### src/rtl/mem_pkg.sv
`default_nettype none
// ============================================================================
// Module   : mem_pkg
// Purpose  : Shared load-type codes, MEM-stage FSM states and byte-mask constant.
// Revision : 1.0 - initial release
// ============================================================================
package mem_pkg;

  localparam logic [2:0] LD_NONE = 3'b000;
  localparam logic [2:0] LD_W    = 3'b001;
  localparam logic [2:0] LD_H    = 3'b010;
  localparam logic [2:0] LD_B    = 3'b011;
  localparam logic [2:0] LD_HU   = 3'b100;
  localparam logic [2:0] LD_BU   = 3'b101;
  localparam logic [2:0] LD_FW   = 3'b110;

  localparam logic [31:0] BWEB_NONE = 32'hffff_ffff;

  typedef enum logic [1:0] {
    IDLE = 2'd0,
    REQ  = 2'd1,
    WAIT = 2'd2
  } mem_state_t;

endpackage
`default_nettype wire

### src/rtl/mem_wb_access_load_align.sv
`default_nettype none
// ============================================================================
// Module   : load_align
// Purpose  : Shifts the raw load word to the addressed byte and sign/zero-extends.
// Revision : 1.0 - initial release
// ============================================================================
module load_align
  import mem_pkg::*;
(
  input  logic [31:0] rdata,
  input  logic [1:0]  offset,
  input  logic [2:0]  load_type,
  output logic [31:0] result
);

  logic [31:0] w_sh;

  always_comb begin
    // Lanes above the word's top byte shift in as zero, so misaligned halves see 0.
    w_sh = rdata >> {offset, 3'b000};
    case (load_type)
      LD_B:    result = {{24{w_sh[7]}}, w_sh[7:0]};
      LD_BU:   result = {24'h0, w_sh[7:0]};
      LD_H:    result = {{16{w_sh[15]}}, w_sh[15:0]};
      LD_HU:   result = {16'h0, w_sh[15:0]};
      default: result = w_sh;
    endcase
  end

endmodule
`default_nettype wire

### src/rtl/mem_wb_access.sv
`default_nettype none
// ============================================================================
// Module   : mem_wb_access
// Purpose  : MEM-stage data-memory handshake with timeout, plus MEM/WB register.
// Revision : 1.0 - initial release
// ============================================================================
module mem_wb_access
  import mem_pkg::*;
#(
  parameter int TIMEOUT = 255
) (
  input  logic        clk,
  input  logic        rst,
  input  logic [31:0] alu_out_mem,
  input  logic [31:0] store_data,
  input  logic [31:0] dm_bweb,
  input  logic [2:0]  is_load_mem,
  input  logic [5:0]  rd_addr_mem,
  input  logic        wb_en_mem,
  input  logic        float_wb_en_mem,
  output logic        dm_req,
  output logic [29:0] dm_addr,
  output logic [31:0] dm_wdata,
  output logic [31:0] dm_bweb_o,
  input  logic        dm_gnt,
  input  logic        dm_rvalid,
  input  logic [31:0] dm_rdata,
  output logic        mem_stall,
  output logic [31:0] wb_data,
  output logic [5:0]  rd_addr_wb,
  output logic        wb_en_wb,
  output logic        float_wb_en_wb,
  output logic        bus_err
);

  localparam logic [7:0] c_tmo_last = 8'(TIMEOUT - 1);

  mem_state_t  r_state;
  mem_state_t  w_state_next;
  logic [7:0]  r_cnt;
  logic        w_load;
  logic        w_store;
  logic        w_op;
  logic        w_tmo_hit;
  logic        w_tmo;
  logic        w_req;
  logic        w_stall;
  logic [31:0] w_aligned;
  logic [31:0] w_load_result;
  logic [31:0] r_wb_data;
  logic [5:0]  r_rd_addr_wb;
  logic        r_wb_en_wb;
  logic        r_float_wb_en_wb;
  logic        r_bus_err;

  // A load wins when both a load type and a write mask are presented.
  assign w_load    = (is_load_mem != LD_NONE);
  assign w_store   = (dm_bweb != BWEB_NONE) && !w_load;
  assign w_op      = w_load || w_store;
  assign w_tmo_hit = (r_cnt == c_tmo_last);

  always_comb begin
    w_state_next = r_state;
    w_req        = 1'b0;
    w_stall      = 1'b0;
    w_tmo        = 1'b0;
    case (r_state)
      IDLE: begin
        if (w_op) begin
          w_req = 1'b1;
          if (!dm_gnt) begin
            w_stall      = 1'b1;
            w_state_next = REQ;
          end else if (w_load) begin
            w_stall      = 1'b1;
            w_state_next = WAIT;
          end
        end
      end
      REQ: begin
        w_req = 1'b1;
        if (dm_gnt) begin
          if (w_load) begin
            w_stall      = 1'b1;
            w_state_next = WAIT;
          end else begin
            w_state_next = IDLE;
          end
        end else if (w_tmo_hit) begin
          w_tmo        = 1'b1;
          w_state_next = IDLE;
        end else begin
          w_stall = 1'b1;
        end
      end
      WAIT: begin
        if (dm_rvalid) begin
          w_state_next = IDLE;
        end else if (w_tmo_hit) begin
          w_tmo        = 1'b1;
          w_state_next = IDLE;
        end else begin
          w_stall = 1'b1;
        end
      end
      default: w_state_next = IDLE;
    endcase
  end

  always_ff @(posedge clk or posedge rst) begin
    if (rst) begin
      r_state <= IDLE;
    end else begin
      r_state <= w_state_next;
    end
  end

  // Restart the count on every entry into REQ or WAIT, including REQ -> WAIT.
  always_ff @(posedge clk or posedge rst) begin
    if (rst) begin
      r_cnt <= 8'd0;
    end else if (w_state_next != IDLE && w_state_next != r_state) begin
      r_cnt <= 8'd0;
    end else if (r_state != IDLE) begin
      r_cnt <= r_cnt + 8'd1;
    end else begin
      r_cnt <= 8'd0;
    end
  end

  always_ff @(posedge clk or posedge rst) begin
    if (rst) begin
      r_bus_err <= 1'b0;
    end else if (w_tmo) begin
      r_bus_err <= 1'b1;
    end
  end

  load_align u_load_align (
    .rdata     (dm_rdata),
    .offset    (alu_out_mem[1:0]),
    .load_type (is_load_mem),
    .result    (w_aligned)
  );

  assign w_load_result = w_tmo ? 32'h0 : w_aligned;

  always_ff @(posedge clk or posedge rst) begin
    if (rst) begin
      r_wb_data        <= 32'h0;
      r_rd_addr_wb     <= 6'h0;
      r_wb_en_wb       <= 1'b0;
      r_float_wb_en_wb <= 1'b0;
    end else if (!w_stall) begin
      r_wb_data        <= w_load ? w_load_result : alu_out_mem;
      r_rd_addr_wb     <= rd_addr_mem;
      r_wb_en_wb       <= wb_en_mem;
      r_float_wb_en_wb <= float_wb_en_mem;
    end else begin
      r_wb_en_wb       <= 1'b0;
      r_float_wb_en_wb <= 1'b0;
    end
  end

  assign dm_req         = w_req && !rst;
  assign dm_addr        = alu_out_mem[31:2];
  assign dm_wdata       = store_data;
  assign dm_bweb_o      = (w_req && w_store) ? dm_bweb : BWEB_NONE;
  assign mem_stall      = w_stall;
  assign wb_data        = r_wb_data;
  assign rd_addr_wb     = r_rd_addr_wb;
  assign wb_en_wb       = r_wb_en_wb;
  assign float_wb_en_wb = r_float_wb_en_wb;
  assign bus_err        = r_bus_err;

endmodule
`default_nettype wire

### config.mk
export PLATFORM = sky130hd
export DESIGN_NAME = mem_wb_access
export DESIGN_NICKNAME = d
export VERILOG_FILES = /design/src/rtl/mem_pkg.sv /design/src/rtl/mem_wb_access_load_align.sv /design/src/rtl/mem_wb_access.sv
export SDC_FILE = /design/constraint.sdc
export NUM_CORES = 1
export LEC_CHECK = 0
export ABC_AREA = 0
export BUFFER_PORTS_ARGS = -buffer_cell sky130_fd_sc_hd__buf_2
export CAP_MARGIN = 30
export CELL_PAD_IN_SITES_DETAIL_PLACEMENT = 0
export CELL_PAD_IN_SITES_GLOBAL_PLACEMENT = 2
export CORE_AREA = 2 2 137 139
export CTS_CLUSTER_DIAMETER = 100
export DETAILED_ROUTE_END_ITERATION = 10
export DIE_AREA = 0 0 139 141
export GPL_ROUTABILITY_DRIVEN = 0
export PLACE_DENSITY = 0.84
export SLEW_MARGIN = 40
export SYNTH_ARGS = -nofsm -noshare
export SYNTH_HDL_FRONTEND = slang
export SYNTH_SLANG_ARGS = --single-unit
### constraint.sdc
create_clock -name clk -period 2.5 [get_ports clk]
set_clock_uncertainty 0.15 [all_clocks]
set_input_delay 0.25 -clock clk [delete_from_list [all_inputs] [get_ports clk]]
set_output_delay 0.25 -clock clk [all_outputs]
set_load 0.02 [all_outputs]
=== Yosys cells after proc, flatten, opt, wreduce, memory -nomap -nowiden ===
Cells that the tools add are included.

* Shift operators: 1
* Div/mod/pow operators: 0
* Bitwise gates (word level): 0
* Multiply operators: 0
* Multiplexer cells: 29
* Order comparisons: 0
* Reductions and logical operators: 11
* Equality and inequality tests: 9
* $add $sub $neg: 1

{| class="wikitable"
|+ Operators with widths
! cell !! number
|-
| $pmux W32 S4 || 1
|-
| $mux W32 || 3
|-
| $ne A32 B32 Y1 const B || 1
|-
| $shr A32 B5 Y32 || 1
|-
| $mux W8 || 2
|-
| $mux W2 || 7
|-
| $mux W1 || 12
|-
| $add A8 B1 Y8 const B || 1
|-
| $eq A8 B8 Y1 const B || 1
|-
| $eq A3 B2 Y1 const B || 2
|-
| $eq A3 B3 Y1 const B || 2
|-
| $pmux W2 S3 || 1
|-
| $logic_and A1 B1 Y1 || 4
|-
| $pmux W1 S2 || 2
|-
| $reduce_bool A2 Y1 || 2
|-
| $pmux W1 S3 || 1
|-
| $reduce_bool A3 Y1 || 1
|-
| $eq A2 B1 Y1 const B || 1
|-
| $eq A2 B2 Y1 const B || 1
|-
| $logic_not A1 Y1 || 2
|-
| $logic_not A2 Y1 || 1
|-
| $ne A2 B2 Y1 || 1
|-
| $logic_or A1 B1 Y1 || 1
|}

* Bits in latches: 0
* Input port bits: 143
* Output and inout bits: 137
* Register bits after elaboration: 51
* Memories: 0
* Memory bits (read-only): 0
* Logic and storage cells: 58
* Bits in writable memories: 0

=== Longest topological paths before layout ===
* Word-level depth: 9
* Gate-level depth with buffers: 8
* Gate-level depth less buffers: 7

=== Hierarchy ===
A second synthesis with hierarchy kept.

* Cell total of the unflattened synthesis: 417
* Area, all modules: 4231.6 um^2

{| class="wikitable"
|+ Modules (own cells, without submodules)
! module !! area an instance (um^2) !! seq. area each (um^2) !! times used !! cells each
|-
| mem_wb_access || 3488.3 || 1276.2 || 1 || 312
|-
| load_align || 743.2 || 0.0 || 1 || 105
|}

=== Least setup slack after synthesis ===
OpenSTA, ideal clock, no wires.

* Path type: register -> register
* Start: register r_state[1]
* End: register r_cnt[2]
* Arrival: 1923 ps
* Data required time: 2200 ps
* Setup slack: 277 ps
* Library setup time: 150 ps
* Cell stages (with the launch flop): 8
* Path buffers: 0
* Period minus slack after synthesis: 2223 ps
* Path through: dfrtp_1 -> inv_1 -> ha_1 -> nor2b_1 -> o22ai_1 -> o21ba_2 -> o31ai_1 -> nor2_1

* Longest elaborated chain between the ends: 7
* Elaborated cells on any way between the ends: 16
* Those cells by class: 3 x eq/ne; 9 x mux; 4 x reduce/logical

{| class="wikitable"
|+ Ends and longest elaborated chain
! what !! line !! text
|-
| from (decl) || mem_wb_access.sv:38 || <nowiki>mem_state_t r_state;</nowiki>
|-
| from (signal assigned) || mem_wb_access.sv:114 || <nowiki>r_state <= w_state_next;</nowiki>
|-
| $mux W2 || mem_wb_access.sv:74 || <nowiki>end else if (w_load) begin</nowiki>
|-
| $mux W2 || mem_wb_access.sv:71 || <nowiki>if (!dm_gnt) begin</nowiki>
|-
| $mux W2 || mem_wb_access.sv:69 || <nowiki>if (w_op) begin</nowiki>
|-
| $pmux W2 S3 || mem_wb_access.sv:67 || <nowiki>case (r_state)</nowiki>
|-
| $ne A2 B2 Y1 / $reduce_bool A2 Y1 (equally long branches) || mem_wb_access.sv:122 || <nowiki>end else if (w_state_next != IDLE && w_state_next != r_state) begin</nowiki>
|-
| $logic_and A1 B1 Y1 || mem_wb_access.sv:122 ||
|-
| $mux W8 (*) || mem_wb_access.sv:122 ||
|-
| to (signal assigned) || mem_wb_access.sv:125 || <nowiki>r_cnt <= r_cnt + 8'd1;</nowiki>
|-
| to (decl) || mem_wb_access.sv:40 || <nowiki>logic [7:0] r_cnt;</nowiki>
|}

Mark *: on every way between the ends. The rest lies on a longest branch, timed or not.
A chain may end at the register's enable or synchronous reset.

=== Worst setup path in the final report ===
* Start: register r_state[1]
* End: output port mem_stall

* Longest elaborated chain between the ends: 2
* Elaborated cells on any way between the ends: 4
* Those cells by class: 2 x eq/ne; 1 x mux; 1 x reduce/logical

{| class="wikitable"
|+ Ends and longest elaborated chain
! what !! line !! text
|-
| $eq A2 B2 Y1 (tied with other cells) || mem_wb_access.sv:67 ||
|-
| $pmux W1 S3 (*) || mem_wb_access.sv:67 ||
|-
| to (decl) || mem_wb_access.sv:28 || <nowiki>output logic mem_stall,</nowiki>
|}

Marks and branches as above.

==> Implementation_results.wiki <==
{| class="wikitable"
! Metric !! Value
|-
| Number of design rule violations left after detail routing || 0
|-
| Minimum clock period || around 2.4 ns
|-
| Overall routed net length || ~14 mm
|-
| Worst-margin pin slew || 0.565 ns
|-
| Arrival time at the worst endpoint || approximately 2 ns
|-
| Global Route Usage Sum || between 10 and 15%
|-
| Initial standard-cell utilization of the core || between 20% and 30%
|-
| Share of synthesized flip-flops with an asynchronous set or reset || 100%
|-
| Root buf cell || sky130_fd_sc_hd__clkbuf_16
|-
| Maximum number of pins on one net before global-route repair || 52
|-
| Register share of total power || 26.7%
|-
| Mean area per synthesized cell || between 9 and 10 um^2
|-
| Antenna violations before repair || 3
|-
| Clock sink total || 51
|-
| Sequential share of the synthesized area || between 30% and 40%
|-
| Source of the worst hold timing path || rd_addr_mem[4]
|-
| Leading register cell type out of synthesis || sky130_fd_sc_hd__dfrtp_1
|-
| Width of the chip || roughly 140 um
|-
| Number of warnings printed during yosys synthesis || 0
|-
| Final net count || 741
|-
| Worst reg-to-reg path cell count || 7
|-
| Insertion delay to the later sink of the worst-skew pair || a little over 0.3 ns
|-
| Number of detailed-routing iterations run before antenna repair || 4
|-
| Highest Clock Rate || a little over 400 MHz
|-
| Gate count of the mapped netlist || 430
|-
| Area of the core || around 18,000 um^2
|-
| Syn-to-layout area delta || 29.0%
|-
| Worst reg2reg path startpoint || r_state[1]$_DFF_PP0_
|-
| Cell area after synthesis || 4090 um^2
|-
| Reg2Reg Capture Point || wb_data[20]$_DFFE_PP0N_
|-
| Final Hold Fails || 0
|-
| Net switching fraction of the power || approximately 41%
|-
| Required time at the worst-slack endpoint || 2.10 ns
|-
| Count of boundary I/O pins || 280
|-
| Die extent in y || 141 um
|-
| Unique cell type count in the Yosys netlist || 49
|-
| Flop2flop setup slack || ~0.14 ns
|-
| HPWL Detailed || about 11 mm
|-
| Final ANT Viol Nets || 0
|-
| Startpoint class of the critical path || flop
|-
| Leak Pwr || between 2 and 3 nW
|-
| Iter 0 DRT Violations || approximately 180
|-
| # port buffers || about 220
|-
| Setup violation total in the final timing report || 0
|-
| Part of the cycle the worst path needs || 96.5%
|-
| Setup crit end || mem_stall
|-
| Internal power || roughly 3 mW
|-
| Timing startpoint of the critical path || r_state[1]$_DFF_PP0_
|-
| Slew HR || just over 60%
|-
| Hold crit path type || primary input to flop
|-
| Final Cell Area || roughly 5300 um^2
|-
| Max VDD drop || 557 uV
|-
| Total number of vias || 3,659
|-
| Power per unit of standard cell area || 987 nW/um^2
|-
| Placed cell area || slightly above 5000 um^2
|-
| Gate power share || roughly three fifths
|-
| Placed cells || approximately 800
|-
| Setup ws final || just under 0.09 ns
|-
| TritonCTS buffer count || 5
|-
| Sum Neg Setup Slack || 0 ns
|-
| Depth of the CTS H-tree || 2
|-
| Fill count || ~2,000
|-
| Average wire length per cell after detail routing || 17.0 um
|-
| Total die area || about 20,000 um^2
|-
| Max-slew violation total from the final report || 0
|-
| Vias in the first global route || 3,647
|-
| Area used by multi-input combinational logic || about 2200 um^2
|-
| Crit path max fanout || 6
|-
| CTS max path bufs || 2
|-
| Number of placement rows || 50
|-
| Switching Power || roughly 2.1 mW
|-
| Global-route wire length before repair || between 20 and 25 mm
|-
| Relative contribution of the clock network to total power || ~14%
|-
| Setup Slack @ Placement || between 0.07 and 0.08 ns
|-
| Share of cells above drive strength 1 || between 40% and 50%
|-
| Kind of critical path || flop to output pin
|-
| CTS tree || built
|-
| Setup repair after global routing missed its margin || yes
|-
| Routed vias/inst || 4.42
|-
| Commonest non-fill, non-tap cell in the layout || sky130_fd_sc_hd__buf_2
|-
| Register area || about 1300 um^2
|-
| Post-layout instance count excluding filler cells || around 830
|-
| Mapped Nets || 579
|-
| Clock input transition at the sequential cells of the worst setup and hold paths || roughly 0.08 ns
|-
| Most frequent cells in the layout || sky130_fd_sc_hd__buf_2, sky130_fd_sc_hd__dfrtp_1, sky130_fd_sc_hd__nand2b_1
|-
| Worst hold slack after final layout || approximately 0.017 ns
|-
| Run status || completed
|-
| Max-capacitance violation count || 0
|-
| Number of flops mapped to enable cells by yosys || 0
|-
| Aggregate global routing overflow || 0
|-
| CP endpoint kind || output pin
|-
| FF+latch count, synth || between 50 and 60
|}
[power by group through the flow]
stage | logic (mW) | registers [mW] | clock network (mW)
finish | 3.08 | 1.39 | 0.741
floorplan | 1.89 | 1.77 | 0
global placement | 2.86 | 1.41 | 0
detailed placement | 2.90 | 1.40 | 0
CTS | 3.12 | 1.40 | 0.765
global route | 3.30 | 1.45 | 0.789
[per-layer routing]
metal  track usage [%]  vias up  share of wire (%)  wire (um)
li1                  -     1784                  -          -
met1              18.6     1731                 45       6390
met2              22.8      122                 47       6630
met3              3.46       18                5.8        821
met4              3.83        4                1.6        229
met5                 0        -               0.15         21
[registers in the layout (all words and copies together) (netlist names)]
register / count
wb_data: 32
r_cnt: 8
rd_addr_wb: 6
r_state: 2
bus_err: 1
float_wb_en_wb: 1
wb_en_wb: 1
[worst min-delay path by stage]
stage / endpoint / slack (ns) / cells after the start
after global routing: rd_addr_wb[1]$_DFFE_PP0N_ / 0.02 / 2
after detailed placement: r_state[1]$_DFF_PP0_ / 0.19 / 3
after global placement: r_state[1]$_DFF_PP0_ / 0.19 / 3
after floorplan: float_wb_en_wb$_DFF_PP0_ / 0.23 / 1
after CTS: rd_addr_wb[5]$_DFFE_PP0N_ / 0.01 / 2
final: rd_addr_wb[4]$_DFFE_PP0N_ / 0.02 / 2
[final cells by class]
class | count | share of cell area [%]
diodes | 1 | 0.0474
clock buffers | 5 | 2.37
clock inverters | 3 | 0.451
inverters | 12 | 0.854
multi-input cells | 283 | 41.1
flip-flops and latches | 51 | 24.2
well taps | 234 | 5.55
repair buffers | 239 | 25.4
[critical path, stage by stage, from the launching register on]
cell and delay (ns):
sky130_fd_sc_hd__dfrtp_1 0.39, sky130_fd_sc_hd__inv_1 0.10, sky130_fd_sc_hd__ha_1 0.25, sky130_fd_sc_hd__a311oi_1 0.28
sky130_fd_sc_hd__o22ai_1 0.14, sky130_fd_sc_hd__o21bai_4 0.22, sky130_fd_sc_hd__buf_12 0.15, sky130_fd_sc_hd__inv_2 0.03
sky130_fd_sc_hd__buf_2 0.14
[cell families (layout without fill, tap and decap cells)]
kind of cell	count (synthesis)	after routing	synth area share [%]
AND/OR/NAND/NOR	116	116	15.7
flip-flops	51	51	31.2
buffers and inverters	96	259	16.2
XOR/XNOR	7	7	1.50
AO/OA/AOI/OAI	98	98	15.6
adder cells (fa/ha/maj)	6	6	1.84
multiplexers	56	56	18.0
other	0	1	0
[timing repair]
action,in CTS,in global routing
cloned,1,0
endpoints found under the setup margin,1,36
resized for setup,1,4
pin swaps,0,0
hold buffers,3,0
hold endpoints to repair,53,0
setup buffers,1,0
[through the flow]
stage | power [mW] | utilization (%)
after floorplan | 3.66 | -
after global placement | 4.27 | 27.5
after detailed placement | 4.30 | 27.5
after CTS | 5.28 | 28.8
after global routing | 5.54 | 28.9
final | 5.21 | 28.9
[synth_stat cells (9+ instances only)]
| cell | instances | area [um^2] |
|---|---|---|
| sky130_fd_sc_hd__clkbuf_1 | 14 | 52.6 |
| sky130_fd_sc_hd__a22o_1 | 9 | 78.8 |
| sky130_fd_sc_hd__nor2b_1 | 11 | 68.8 |
| sky130_fd_sc_hd__nand2_1 | 25 | 93.8 |
| sky130_fd_sc_hd__nor2_1 | 14 | 52.6 |
| sky130_fd_sc_hd__buf_4 | 62 | 465 |
| sky130_fd_sc_hd__nand4_1 | 10 | 62.6 |
| sky130_fd_sc_hd__nand2b_1 | 34 | 213 |
| sky130_fd_sc_hd__mux2i_1 | 22 | 220 |
| sky130_fd_sc_hd__a21oi_1 | 27 | 135 |
| sky130_fd_sc_hd__mux2_4 | 32 | 480 |
| sky130_fd_sc_hd__inv_1 | 11 | 41.3 |
| sky130_fd_sc_hd__o21ai_0 | 29 | 145 |
| sky130_fd_sc_hd__dfrtp_1 | 51 | 1280 |
Note: power is estimated with default switching activity, not from simulation.
